[src/rtl/spi_slave_rx.sv]
// SPI receive stage: syncs sclk/cs/mosi, shifts words on sclk fall, queues them in a FWFT FIFO.
// Ports: clk, rst (async high); sclk, cs (active low), mosi from the master;
//        dout/dout_valid/dout_ready consumer side; frame_err, overflow pulses; fifo_count occupancy.
module spi_slave_rx #(
    parameter int bits       = 12,
    parameter int fifo_depth = 4,
    parameter bit lsb_first  = 1'b1
) (
    input  logic                        clk,
    input  logic                        rst,
    input  logic                        sclk,
    input  logic                        cs,
    input  logic                        mosi,
    output logic [bits-1:0]             dout,
    output logic                        dout_valid,
    input  logic                        dout_ready,
    output logic                        frame_err,
    output logic                        overflow,
    output logic [$clog2(fifo_depth):0] fifo_count
);

    localparam int AW = $clog2(fifo_depth);
    localparam int CW = AW + 1;
    localparam int NW = $clog2(bits + 1);

    localparam logic [1:0] ST_WAIT_IDLE = 2'd0;
    localparam logic [1:0] ST_IDLE      = 2'd1;
    localparam logic [1:0] ST_RECV      = 2'd2;

    logic sclk_s1, sclk_s2, sclk_d;
    logic cs_s1, cs_s2;
    logic mosi_s1, mosi_s2;
    logic [1:0] prime_q;
    logic primed;
    logic sample;

    logic [1:0]      state, state_nx;
    logic [bits-1:0] sh_q, sh_nx, sh_in;
    logic [NW-1:0]   cnt_q, cnt_nx, cnt_inc, cnt_eff;
    logic            done;
    logic            push;
    logic            err_nx;

    logic [bits-1:0] mem [fifo_depth];
    logic [AW-1:0]   rd_ptr, wr_ptr, rd_inc;
    logic [CW-1:0]   count, count_nx;
    logic [bits-1:0] dout_q, dout_nx;
    logic            full, empty, pop, wr_en, ovf_nx;

    // Two-flop synchronisers; sclk_d is a third stage for fall detection.
    always_ff @(posedge clk or posedge rst) begin
        if (rst) begin
            sclk_s1 <= 1'b0;
            sclk_s2 <= 1'b0;
            sclk_d  <= 1'b0;
            cs_s1   <= 1'b1;
            cs_s2   <= 1'b1;
            mosi_s1 <= 1'b0;
            mosi_s2 <= 1'b0;
            prime_q <= 2'b00;
        end else begin
            sclk_s1 <= sclk;
            sclk_s2 <= sclk_s1;
            sclk_d  <= sclk_s2;
            cs_s1   <= cs;
            cs_s2   <= cs_s1;
            mosi_s1 <= mosi;
            mosi_s2 <= mosi_s1;
            prime_q <= {prime_q[0], 1'b1};
        end
    end

    // cs_s2 holds its reset preset for two cycles after release; the
    // idle-wait must not trust it until real samples have propagated.
    assign primed = prime_q[1];
    assign sample = sclk_d & ~sclk_s2;

    assign sh_in = lsb_first ? {mosi_s2, sh_q[bits-1:1]}
                             : {sh_q[bits-2:0], mosi_s2};

    assign cnt_inc = cnt_q + NW'(1);
    assign done    = sample && (cnt_inc == NW'(bits));
    assign cnt_eff = sample ? cnt_inc : cnt_q;

    always_comb begin
        state_nx = state;
        sh_nx    = sh_q;
        cnt_nx   = cnt_q;
        push     = 1'b0;
        err_nx   = 1'b0;
        unique case (state)
            ST_WAIT_IDLE: begin
                cnt_nx = '0;
                if (primed && cs_s2) state_nx = ST_IDLE;
            end
            ST_IDLE: begin
                cnt_nx = '0;
                sh_nx  = '0;
                if (!cs_s2) state_nx = ST_RECV;
            end
            ST_RECV: begin
                if (sample) begin
                    sh_nx  = sh_in;
                    cnt_nx = done ? '0 : cnt_inc;
                    push   = done;
                end
                // A last bit landing with cs rise still completes the word.
                if (cs_s2) begin
                    state_nx = ST_IDLE;
                    cnt_nx   = '0;
                    err_nx   = !done && (cnt_eff != '0);
                end
            end
            default: state_nx = ST_WAIT_IDLE;
        endcase
    end

    always_ff @(posedge clk or posedge rst) begin
        if (rst) begin
            state     <= ST_WAIT_IDLE;
            sh_q      <= '0;
            cnt_q     <= '0;
            frame_err <= 1'b0;
        end else begin
            state     <= state_nx;
            sh_q      <= sh_nx;
            cnt_q     <= cnt_nx;
            frame_err <= err_nx;
        end
    end

    assign full   = (count == CW'(fifo_depth));
    assign empty  = (count == '0);
    assign pop    = !empty && dout_ready;
    assign wr_en  = push && (!full || pop);
    assign ovf_nx = push && full && !pop;
    assign rd_inc = rd_ptr + AW'(1);

    always_comb begin
        count_nx = count;
        unique case ({wr_en, pop})
            2'b10:   count_nx = count + CW'(1);
            2'b01:   count_nx = count - CW'(1);
            default: count_nx = count;
        endcase
    end

    // dout is registered so it keeps the last popped word while empty
    // instead of exposing a stale slot at the new read pointer.
    always_comb begin
        dout_nx = dout_q;
        if (pop) begin
            if (count > CW'(1))
                dout_nx = mem[rd_inc];
            else if (wr_en)
                dout_nx = sh_in;
        end else if (empty && wr_en) begin
            dout_nx = sh_in;
        end
    end

    always_ff @(posedge clk or posedge rst) begin
        if (rst) begin
            for (int i = 0; i < fifo_depth; i++)
                mem[i] <= '0;
            rd_ptr   <= '0;
            wr_ptr   <= '0;
            count    <= '0;
            dout_q   <= '0;
            overflow <= 1'b0;
        end else begin
            if (wr_en) begin
                mem[wr_ptr] <= sh_in;
                wr_ptr      <= wr_ptr + AW'(1);
            end
            if (pop)
                rd_ptr <= rd_inc;
            count    <= count_nx;
            dout_q   <= dout_nx;
            overflow <= ovf_nx;
        end
    end

    assign dout       = dout_q;
    assign dout_valid = !empty;
    assign fifo_count = count;

endmodule

[config.mk]
export PLATFORM = sky130hd
export DESIGN_NAME = spi_slave_rx
export DESIGN_NICKNAME = d
export VERILOG_FILES = /design/src/rtl/spi_slave_rx.sv
export SDC_FILE = /design/constraint.sdc
export NUM_CORES = 1
export LEC_CHECK = 0
export ABC_AREA = 1
export BUFFER_PORTS_ARGS = -buffer_cell sky130_fd_sc_hd__buf_2
export CELL_PAD_IN_SITES_DETAIL_PLACEMENT = 1
export CELL_PAD_IN_SITES_GLOBAL_PLACEMENT = 1
export CORE_AREA = 2 2 126 128
export CTS_CLUSTER_DIAMETER = 80
export CTS_CLUSTER_SIZE = 30
export DETAILED_ROUTE_END_ITERATION = 7
export DIE_AREA = 0 0 128 130
export GPL_TIMING_DRIVEN = 0
export PLACE_DENSITY = 0.57
export SYNTH_ARGS = -nofsm -noshare
export SYNTH_HDL_FRONTEND = slang
export SYNTH_SLANG_ARGS = --single-unit
[constraint.sdc]
create_clock -name clk -period 3.2 [get_ports clk]
set_input_delay 0.64 -clock clk [delete_from_list [all_inputs] [get_ports clk]]
set_output_delay 0.64 -clock clk [all_outputs]
set_load 0.01 [all_outputs]
==> impl_results.md, run 1 <==
* Status: complete, no violations
* Clock Path Buffers at 2
* CP startpoint: fifo_count[0]
* PD cells at approximately 460 nW/um^2
* Least-Margin Pin Slew at 727 ps
* # IOs at 24
* Arr. time, crit path at 2250 ps
* Critical path capture point type: register
* Final antenna-violating net count at 0
* Remaining Overflow, GRT at 0
* Startpoint Class: register
* Syn avg cell area at 8.94 um^2
* Netlist cell types at 32
* Iteration-0 DRC Markers at 122
* Root Driver: clkbuf_16
* Relative slew margins at 51.5%
* Yosys warning count at 0
* Worst-case reg-to-reg path depth at 7
* Synthesis-to-finish area growth at 15.0%
* Syn nets at 516
* Latest clock arrival within the worst-skew pair at 350 ps
* DR vias/cell at 4.61
* ANT cells at 0
* RePlAce Congestion at around 0.75
* Total GRT Usage at 14.4%
* Post-CTS Resized at 0
* WL final at 10,900 um
* R2R Path End: fifo_count[1]
* Die Area at 16,600 um^2
* Starting Density at roughly 29%
* EDFF count, synth at 0
* Setup TNS at 0 ps
* DIE HEIGHT at 130 um
* Clock sink total at 95
* Crit path capture: fifo_count[1]
* Clock power frac at 45.6%
* Synthesis-stage register bit count at 95
* Tmin final at 2010 ps
* R2r startpoint: fifo_count[0]
* CTS HTree Levels at 3
* Max-slew violations at 0
* Combinational Power Share at 3.0%
* Synth Flop Type: dfrtp_1
* P_sw at 518 uW
* Switching part of the total at 21.9%
* GR Layer Usage met3 at 2.95%
* Achievable clock frequency at 0.498 GHz
* Largest cells by area after synthesis: dfrtp_1, nand2_1, o21ai_2, o21ai_1, ha_1
* DRC errors left at 0
* Synth area leader: dfrtp_1
* Number of global-route vias before repair at 3,591
* Final Core Density at 33.3%
* GRT busiest layer: met2
* Critical setup path kind: reg -> reg
* Initial antenna violation count at 0
* # setup viols final at 0
* Worst hold-check path type: reg -> reg
* First-pass GRT wire length at 18,600 um
* Internal cell power at 1850 uW
* FP Rows at 46
* Pre-CTS WS at 1180 ps
* Fin. Hold Viols at 0
* Register clock-pin slew on the reported worst setup and hold paths at 70 ps
* Buffers added on ports at 23
* Critical path fanouts, max at 7
* WL per Instance at 14.9 um
* Leak pwr at 0.00235 uW
* Die X at between 100 and 150 um
* WP data required at 3440 ps
* Vias at 3,373
* Asr flop ratio synth at 100%
* Sequential element share of the synthesized area at 53.2%
* Max-capacitance violation count at 0
* Seq pwr share at between 50 and 60%
* Core ar. at 15,400 um^2
* Largest net degree at the start of global routing at slightly below 60
* GR Util met2 at between 20 and 25%
* Cts bufs inserted at 9
* Share of layout cells above drive strength 1 at roughly 17%
* Synth top area share at between 50% and 60%
* FF-to-FF setup slack at 1190 ps
* Synthesized area at between 4000 and 5000 um^2
* Estimated wirelength of the detail-placed design at 7970 um
* Clk_skew at ~8.5 ps
* Top post-synthesis cells by count: nand2_1, dfrtp_1, inv_1, nor2_1, o21ai_1
* Most frequent cell after synthesis: nand2_1
* Hold buffer count at cts at 0
* Final Worst Setup Slack at 1190 ps
* Fin crit share at 62.7%
* Layout Nets at 551
* RSZ-0062 raised after global routing: false
* Met1 GRT Util at between 10% and 20%
* CTS tree: built
* Postcts setup bufs at 0
* Cells after synthesis at 500
* Drt pass-1 iters at 4
* Max IR drop VDD at about 0.23 mV
==> sequential cells by signal (all words and copies together) (netlist names), 2 cells and up <==
signal,cells
mem,48
dout,12
sh_q,11
cnt_q,4
fifo_count,3
prime_q,2
rd_ptr,2
state,2
wr_ptr,2
==> power groups by stage <==
| stage | sequential (uW) | clock [uW] | combinational [uW] |
|---|---|---|---|
| after CTS | 1220 | 1120 | 75.3 |
| after global placement | 1240 | 0 | 68.9 |
| after floorplan | 1240 | 0 | 46.8 |
| final | 1220 | 1080 | 70.6 |
| after detailed placement | 1240 | 0 | 74.5 |
| after global routing | 1220 | 1160 | 83.5 |
==> worst min path at each step <==
stage	cells past startpoint	startpoint	end
3_5_place_dp	0	sclk_s1	sclk_s2
4_1_cts	0	sclk_s1	sclk_s2
2_1_floorplan	0	mosi_s1	mosi_s2
6_report	0	sclk_s1	sclk_s2
3_3_place_gp	0	sclk_s1	sclk_s2
5_1_grt	0	sclk_s1	sclk_s2
==> metal layers <==
metal / vias up / wire length, um
met5: - / 0
met4: 0 / 109
met3: 9 / 308
met2: 36 / 5230
met1: 1635 / 5280
li1: 1693 / -
==> cell usage in the layout, fill, tap and decap left out, drive strengths merged <==
master  Yosys  layout
nand2     172     172
dfrtp      93      93
o21ai      64      64
buf        14      38
inv        34      34
nor2       33      33
nand3      29      29
clkbuf      6      18
a21oi      16      16
o22ai      11      11
ha         10      10
nand4       5       5
xor2        4       4
clkinv      1       4
dfstp       2       2
o211ai      1       1
nor3        1       1
o21bai      1       1
nor4        1       1
a31oi       1       1
bufinv      0       1
conb        1       1
==> metrics by stage <==
| step | cell area (um^2) | hold slack [ps] | cells | total power, uW |
|---|---|---|---|---|
| detailed placement | 4850 | 337 | 716 | 1320 |
| global placement | 4830 | 332 | 715 | 1310 |
| finish | 5140 | 351 | 732 | 2370 |
| floorplan | 4470 | 331 | 500 | 1290 |
| CTS | 5140 | 352 | 732 | 2410 |
| global route | 5140 | 359 | 732 | 2470 |
==> final cells by class <==
class / count / area, um^2
plain buffers: 20 / 154
flip-flops and latches: 95 / 2380
well taps: 192 / 240
repair buffers: 24 / 135
fillers: 1819 / 10300
inverters: 35 / 139
multi-input cells: 350 / 1800
clock buffers: 12 / 246
clock inverters: 4 / 45.0
==> kinds of logic (layout without fill, tap and decap cells) <==
logic type | count (synthesis) | after routing | synth area share, %
AO/OA/AOI/OAI | 94 | 94 | 13.1
XOR/XNOR | 4 | 4 | 0.784
adder cells (fa/ha/maj) | 10 | 10 | 2.80
buffers and inverters | 55 | 95 | 6.49
flip-flops | 95 | 95 | 53.2
other | 1 | 1 | 0.0839
AND/OR/NAND/NOR | 241 | 241 | 23.5
==> worst max-delay path, stage by stage, from the launching register on <==
cell and delay (ps):
dfrtp_1 440, inv_1 120, ha_1 230, nand3_1 420, nand4_1 400, nand2_1 140
nand2_1 100, nand2_1 50
Note: power is estimated with default switching activity, not from simulation.
==> inputs of run 2 (changes only) <==
==> constraint.sdc (replaced) <==
create_clock -name clk -period 1.8 [get_ports clk]
set_input_delay 0.36 -clock clk [delete_from_list [all_inputs] [get_ports clk]]
set_output_delay 0.36 -clock clk [all_outputs]
set_load 0.01 [all_outputs]
==> run 2 against run 1 <==
Against the previous run: routed wire length grew 4.0%; clock skew shrank 0.72 ps; count of clock-buffer cells in the layout increased by 1; hold slack worse by 310 ps; sequential power is 78% higher; total power rose by 82%; combinational power is 110% higher; core utilization up 3.1 points; sequential share of layout area fell by 3.8 points.
==> impl_results.md, run 2 (same netlist as run 1, synthesis figures left out) <==
* Status: complete, no violations (unchanged)
* Number of flip-flops in the largest register at 48 (unchanged)
* Estimated wirelength of the detail-placed design at 8080 um (was 7970 um)
* Final antenna-violating net count at 0 (unchanged)
* WP data required at 2030 ps (was 3440 ps)
* ANT cells at 0 (unchanged)
* Clock sink total at 95 (unchanged)
* RePlAce Congestion at 0.764 (was 0.748)
* Max-slew violations at 0 (unchanged)
* Fin. Hold Viols at 0 (unchanged)
* DR vias/cell at 4.67 (was 4.61)
* CTS HTree Levels at 3 (unchanged)
* Pre-CTS WS at -222 ps (was 1180 ps)
* Core ar. at 15,400 um^2 (unchanged)
* Drt pass-1 iters at 4 (unchanged)
* Remaining Overflow, GRT at 0 (unchanged)
* R2R Path End: mem[29] (was fifo_count[1])
* DIE HEIGHT at 130 um (unchanged)
* Reg area at 2380 um^2 (about the same)
* Commonest cells after routing, fill and taps aside: nand2_1, dfrtp_1, inv_1, o21ai_2, nor2_1 (was nand2_1, dfrtp_1, nor2_1, inv_1)
* # IOs at 24 (unchanged)
* Vias at 3,500 (was 3,373)
* Least-Margin Pin Slew at 560 ps (was 727 ps)
* # setup viols final at 0 (unchanged)
* R2r startpoint: cnt_q[1] (was fifo_count[0])
* Clock Path Buffers at 2 (unchanged)
* Largest net degree at the start of global routing at 32 (was 58)
* Layout Nets at 568 (was 551)
* CTS tree: built (unchanged)
* FP Rows at 46 (unchanged)
* WL per Instance at 15.2 um (was 14.9 um)
* Met2 WL at 5550 um (was 5230 um)
* Tmin final at 1780 ps (was 2010 ps)
* Max-capacitance violation count at 0 (unchanged)
* Fillers at 1,805 (was 1,819)
* Iteration-0 DRC Markers at 185 (was 122)
* Number of global-route vias before repair at 3,552 (was 3,591)
* Root Driver: clkbuf_16 (unchanged)
* Arr. time, crit path at 2010 ps (was 2250 ps)
* Startpoint Class: register (unchanged)
* Buffers added on ports at 23 (unchanged)
* Critical setup path kind: reg -> reg (unchanged)
* Clk_skew at 7.76 ps (was 8.48 ps)
* Setup TNS at 0 ps (unchanged)
* Leak pwr at 0.00253 uW (was 0.00235 uW)
* FF-to-FF setup slack at 20 ps (was 1190 ps)
* Die Area at 16,600 um^2 (unchanged)
* PD cells at 769 nW/um^2 (was 461 nW/um^2)
* DRC errors left at 0 (unchanged)
* First-pass GRT wire length at 18,700 um (was 18,600 um)
* Die X at 128 um (unchanged)
* CP startpoint: cnt_q[1] (was fifo_count[0])
* Critical path fanouts, max at 7 (unchanged)
* Routed metal-1 wire length at 5360 um (was 5280 um)
* Register clock-pin slew on the reported worst setup and hold paths at 70 ps (about the same)
* Total GRT Usage at 14.5% (was 14.4%)
* DR top layer: met4 (unchanged)
* Fin crit share at 99.1% (was 62.7%)
* Cts bufs inserted at 9 (unchanged)
* Share of layout cells above drive strength 1 at 29.3% (was 17.4%)
* DR WL met3 at 314 um (was 308 um)
* Multi-input logic area at 2020 um^2 (was 1800 um^2)
* Commonest non-fill, non-tap cell in the layout: nand2_1 (unchanged)
* Critical path capture point type: register (unchanged)
* Achievable clock frequency at 0.560 GHz (was 0.498 GHz)
* Total power at 4320 uW (was 2370 uW)
* RSZ-0062 raised after global routing: true (was false)
* Worst-case reg-to-reg path depth at 10 (was 7)
* Crit path capture: mem[29] (was fifo_count[1])
* Max IR drop VDD at 0.417 mV (was 0.234 mV)
* Relative slew margins at 62.5% (was 51.5%)
* Worst hold-check path type: in -> async (was reg -> reg)
* Most flop-heavy register: mem (unchanged)
* Initial antenna violation count at 0 (unchanged)
* Final Worst Setup Slack at 15.6 ps (was 1190 ps)
* Latest clock arrival within the worst-skew pair at 350 ps (about the same)
* WL final at 11,400 um (was 10,900 um)
* Synthesis-to-finish area growth at 25.6% (was 15.0%)
* Starting Density at 29.0% (unchanged)
==> run 2: worst max-delay path: stages, from the launching register on <==
cell       delay, ps
dfrtp_2          470
ha_4             190
nand2_2           50
nand2_2           60
nor2_4           150
nand3_4          150
inv_8            120
nand3_4          140
clkbuf_16        210
nand2_4           60
o21ai_2           50
==> run 2: timing repair <==
action,4_1_cts,5_1_grt
pin swaps,3,6
hold buffers,0,0
buffers inserted,6,7
endpoints found under the setup margin,65,70
cloned,0,3
gates resized for setup,6,70
==> run 2: report_power, final <==
group          switching [uW]  total [uW]  internal (uW)  leakage (uW)
Combinational             105         146           40.7       0.00115
Sequential               12.9        2170           2160       0.00122
Clock                     813        2000           1190      0.000156
Total                     931        4320           3380       0.00253
==> run 2: per-stage QoR <==
stage,hold slack [ps],util [%],instances,instance area [um^2]
5_1_grt,57.6,36.4,749,5610
3_3_place_gp,333,31.3,715,4830
6_report,38.2,36.4,749,5610
2_1_floorplan,331,-,500,4470
4_1_cts,45.3,34.1,739,5250
3_5_place_dp,341,31.7,718,4890
==> run 2: how the worst min path moves through the flow <==
stage          depth (start not counted)          to       start  slack, ps
6_report                               2    dout[10]         rst         40
4_1_cts                                2     dout[7]         rst         50
3_3_place_gp                           0  prime_q[1]  prime_q[0]        330
5_1_grt                                2     dout[7]         rst         60
2_1_floorplan                          0     mosi_s2     mosi_s1        330
3_5_place_dp                           0     sclk_s2     sclk_s1        340
==> run 2: per-layer routing <==
layer / track usage [%] / vias up
li1: - / 1736
met3: 2.71 / 13
met2: 23.5 / 40
met5: 0 / -
met4: 4.65 / 0
met1: 19.6 / 1711
==> run 2: cell type report <==
class	count	area share, %
buffer	19	3.01
sequential	95	42.5
clock inverter	3	0.713
clock buffer	13	4.81
tap	192	4.28
inverter	35	2.54
multi-input combinational	350	35.9
timing repair buffer	42	6.26
==> inputs of run 3 (changes only) <==
--- a/config.mk
+++ b/config.mk
@@ -9,11 +9,11 @@
 export BUFFER_PORTS_ARGS = -buffer_cell sky130_fd_sc_hd__buf_2
 export CELL_PAD_IN_SITES_DETAIL_PLACEMENT = 1
 export CELL_PAD_IN_SITES_GLOBAL_PLACEMENT = 1
-export CORE_AREA = 2 2 126 128
+export CORE_AREA = 5 5 135 124
 export CTS_CLUSTER_DIAMETER = 80
 export CTS_CLUSTER_SIZE = 30
 export DETAILED_ROUTE_END_ITERATION = 7
-export DIE_AREA = 0 0 128 130
+export DIE_AREA = 0 0 140 129
 export GPL_TIMING_DRIVEN = 0
 export PLACE_DENSITY = 0.57
 export SYNTH_ARGS = -nofsm -noshare
==> run 3 against run 2 <==
Against the previous run: combinational power fell by 3%; via count decreased by 0.63%; non-clock buffer count rose by 1; highest routed layer unchanged; cell area decreased by 3.1%; register-to-register slack better by 50 ps; maximum frequency up 2.8%; count of clock-buffer cells in the layout decreased by 1; first-iteration DRC count rose by 8.6%.
==> impl_results.md, run 3 (same netlist as run 1, synthesis figures left out) <==
* Status: complete, no violations (unchanged)
* Share of layout cells above drive strength 1 at 24.2% (was 29.3%)
* Arr. time, crit path at 1960 ps (was 2010 ps)
* Combinational Power Share at 3.2% (was 3.4%)
* Drt pass-1 iters at 4 (unchanged)
* Tmin final at 1740 ps (was 1780 ps)
* Startpoint Class: register (unchanged)
* RSZ-0062 raised after global routing: true (unchanged)
* Clock power frac at 48.1% (was 46.4%)
* Number of flip-flops in the largest register at 48 (unchanged)
* Clock Path Buffers at 2 (unchanged)
* Internal cell power at 3490 uW (was 3380 uW)
* Commonest cells after routing, fill and taps aside: nand2_1, dfrtp_1, nor2_1, inv_1, o21ai_1 (was nand2_1, dfrtp_1, inv_1, o21ai_2, nor2_1)
* P_sw at 954 uW (was 931 uW)
* Placed Cells at 727 (was 718)
* Die X at 140 um (was 128 um)
* Commonest non-fill, non-tap cell in the layout: nand2_1 (unchanged)
* PD cells at 817 nW/um^2 (was 769 nW/um^2)
* Core ar. at 15,200 um^2 (was 15,400 um^2)
* DRC errors left at 0 (unchanged)
* WP data required at 2030 ps (about the same)
* Critical path capture point type: register (unchanged)
* # setup viols final at 0 (unchanged)
* # IOs at 24 (unchanged)
* WL final at 11,600 um (was 11,400 um)
* Family with the most delay on the worst path: simple AND/OR/NAND/NOR gates (unchanged)
* Synthesis-to-finish area growth at 21.7% (was 25.6%)
* Latest clock arrival within the worst-skew pair at 360 ps (was 350 ps)
* DIE HEIGHT at 129 um (was 130 um)
* Fin crit share at 96.4% (was 99.1%)
* Remaining Overflow, GRT at 0 (unchanged)
* Register clock-pin slew on the reported worst setup and hold paths at 70 ps (about the same)
* Clock sink total at 95 (unchanged)
* FP Rows at 43 (was 46)
* Largest net degree at the start of global routing at 42 (was 32)
* Buffers added on ports at 23 (unchanged)
* Slowest stage cell on the critical path: dfrtp_2 (unchanged)
* CTS HTree Levels at 3 (unchanged)
* Layout Nets at 569 (was 568)
* R2r startpoint: cnt_q[1] (unchanged)
* Max incr delay on CP at 420 ps (was 470 ps)
* Fillers at 1,817 (was 1,805)
* FF-to-FF setup slack at 60 ps (was 20 ps)
* Vias at 3,478 (was 3,500)
* Leak pwr at 0.00247 uW (was 0.00253 uW)
* Total GRT Usage at 13.6% (was 14.5%)
* Seq pwr share at 48.8% (was 50.3%)
* Number of global-route vias before repair at 3,596 (was 3,552)
* First-pass GRT wire length at 19,100 um (was 18,700 um)
* Initial antenna violation count at 0 (unchanged)
* Die Area at 18,100 um^2 (was 16,600 um^2)
* Critical setup path kind: reg -> reg (unchanged)
* DR vias/cell at 4.58 (was 4.67)
* Critical path fanouts, max at 7 (unchanged)
* Iteration-0 DRC Markers at 201 (was 185)
* Multi-input logic area at 1850 um^2 (was 2020 um^2)
* Fin cells at 760 (was 749)
* Cts bufs inserted at 9 (unchanged)
* Switching part of the total at 21.5% (was 21.6%)
* Least-Margin Pin Slew at 613 ps (was 560 ps)
* Reg area at 2380 um^2 (unchanged)
* Crit path cell chain: ha_4, inv_2, nand2_2, nand2_2, nor2_4, nand3_4, inv_8, nand3_4, clkbuf_16, nand2_1, o21ai_1 (was ha_4, nand2_2, nand2_2, nor2_4, nand3_4, inv_8, nand3_4, clkbuf_16, nand2_4, o21ai_2)
* Worst hold-check path type: in -> async (unchanged)
* ANT cells at 0 (unchanged)
* Max-capacitance violation count at 0 (unchanged)
* Relative slew margins at 59.0% (was 62.5%)
* Buffers & Inverters on Critical Path at 3 (was 2)
* Max-slew violations at 0 (unchanged)
* Starting Density at 29.5% (was 29.0%)
* Total power at 4450 uW (was 4320 uW)
* Hold buffer count at cts at 0 (unchanged)
* Worst-case reg-to-reg path depth at 11 (was 10)
* Fin. Hold Viols at 0 (unchanged)
* Clk_skew at 11.2 ps (was 7.76 ps)
* Estimated wirelength of the detail-placed design at 8110 um (was 8080 um)
* RePlAce Congestion at 0.808 (was 0.764)
* Final hold slack at 74.9 ps (was 38.2 ps)
* Most flop-heavy register: mem (unchanged)
* Final antenna-violating net count at 0 (unchanged)
* Achievable clock frequency at 0.576 GHz (was 0.560 GHz)
* R2R Path End: mem[17] (was mem[29])
* Max IR drop VDD at 0.429 mV (was 0.417 mV)
* Root Driver: clkbuf_16 (unchanged)
* WL per Instance at 15.2 um (about the same)
* CTS tree: built (unchanged)
==> run 3: worst max-delay path by stage <==
stage,startpoint,endpoint,slack (ps),cells past startpoint
2_1_floorplan,fifo_count[0],fifo_count[2],90,7
3_3_place_gp,rst,sh_q[2],-430,2
3_5_place_dp,fifo_count[0],dout[1],-270,9
4_1_cts,cnt_q[1],mem[16],2,9
5_1_grt,cnt_q[1],mem[18],-50,10
6_report,cnt_q[1],mem[17],60,11
==> run 3: layout make-up <==
cell class	instances	share of cell area, %
flip-flops and latches	95	43.8
inverters	35	2.62
plain buffers	19	3.10
well taps	202	4.65
repair buffers	43	5.66
multi-input cells	350	34.0
clock buffers	12	4.71
clock inverters	4	1.40
==> run 3: repair_timing <==
action	CTS	global route
buffers inserted	6	11
resized for setup	7	24
hold endpoints to repair	0	0
cloned	0	1
pin swaps	1	9
setup endpoints to repair	63	70
==> run 3: power groups by stage <==
stage	combinational (uW)	sequential (uW)	clock, uW
2_1_floorplan	83.7	2210	0
3_3_place_gp	125	2210	0
3_5_place_dp	139	2210	0
4_1_cts	146	2170	2220
5_1_grt	164	2170	2300
6_report	142	2170	2140
==> run 3: through the flow <==
stage / utilization [%] / TNS (ps) / setup WS (ps) / cell area (um^2)
3_3_place_gp: 31.9 / -45740 / -426 / 4840
2_1_floorplan: - / 0 / 87.4 / 4470
5_1_grt: 35.9 / -962 / -50.7 / 5440
6_report: 35.9 / 0 / 64.0 / 5440
4_1_cts: 34.7 / 0 / 2.47 / 5270
3_5_place_dp: 32.2 / -8980 / -274 / 4880
==> run 3: per-layer routing <==
metal,vias up,routed length (um),track usage [%]
li1,1738,-,-
met1,1689,5660,17.9
met2,40,5350,22.0
met3,11,406,3.75
met4,0,146,3.76
met5,-,0,0
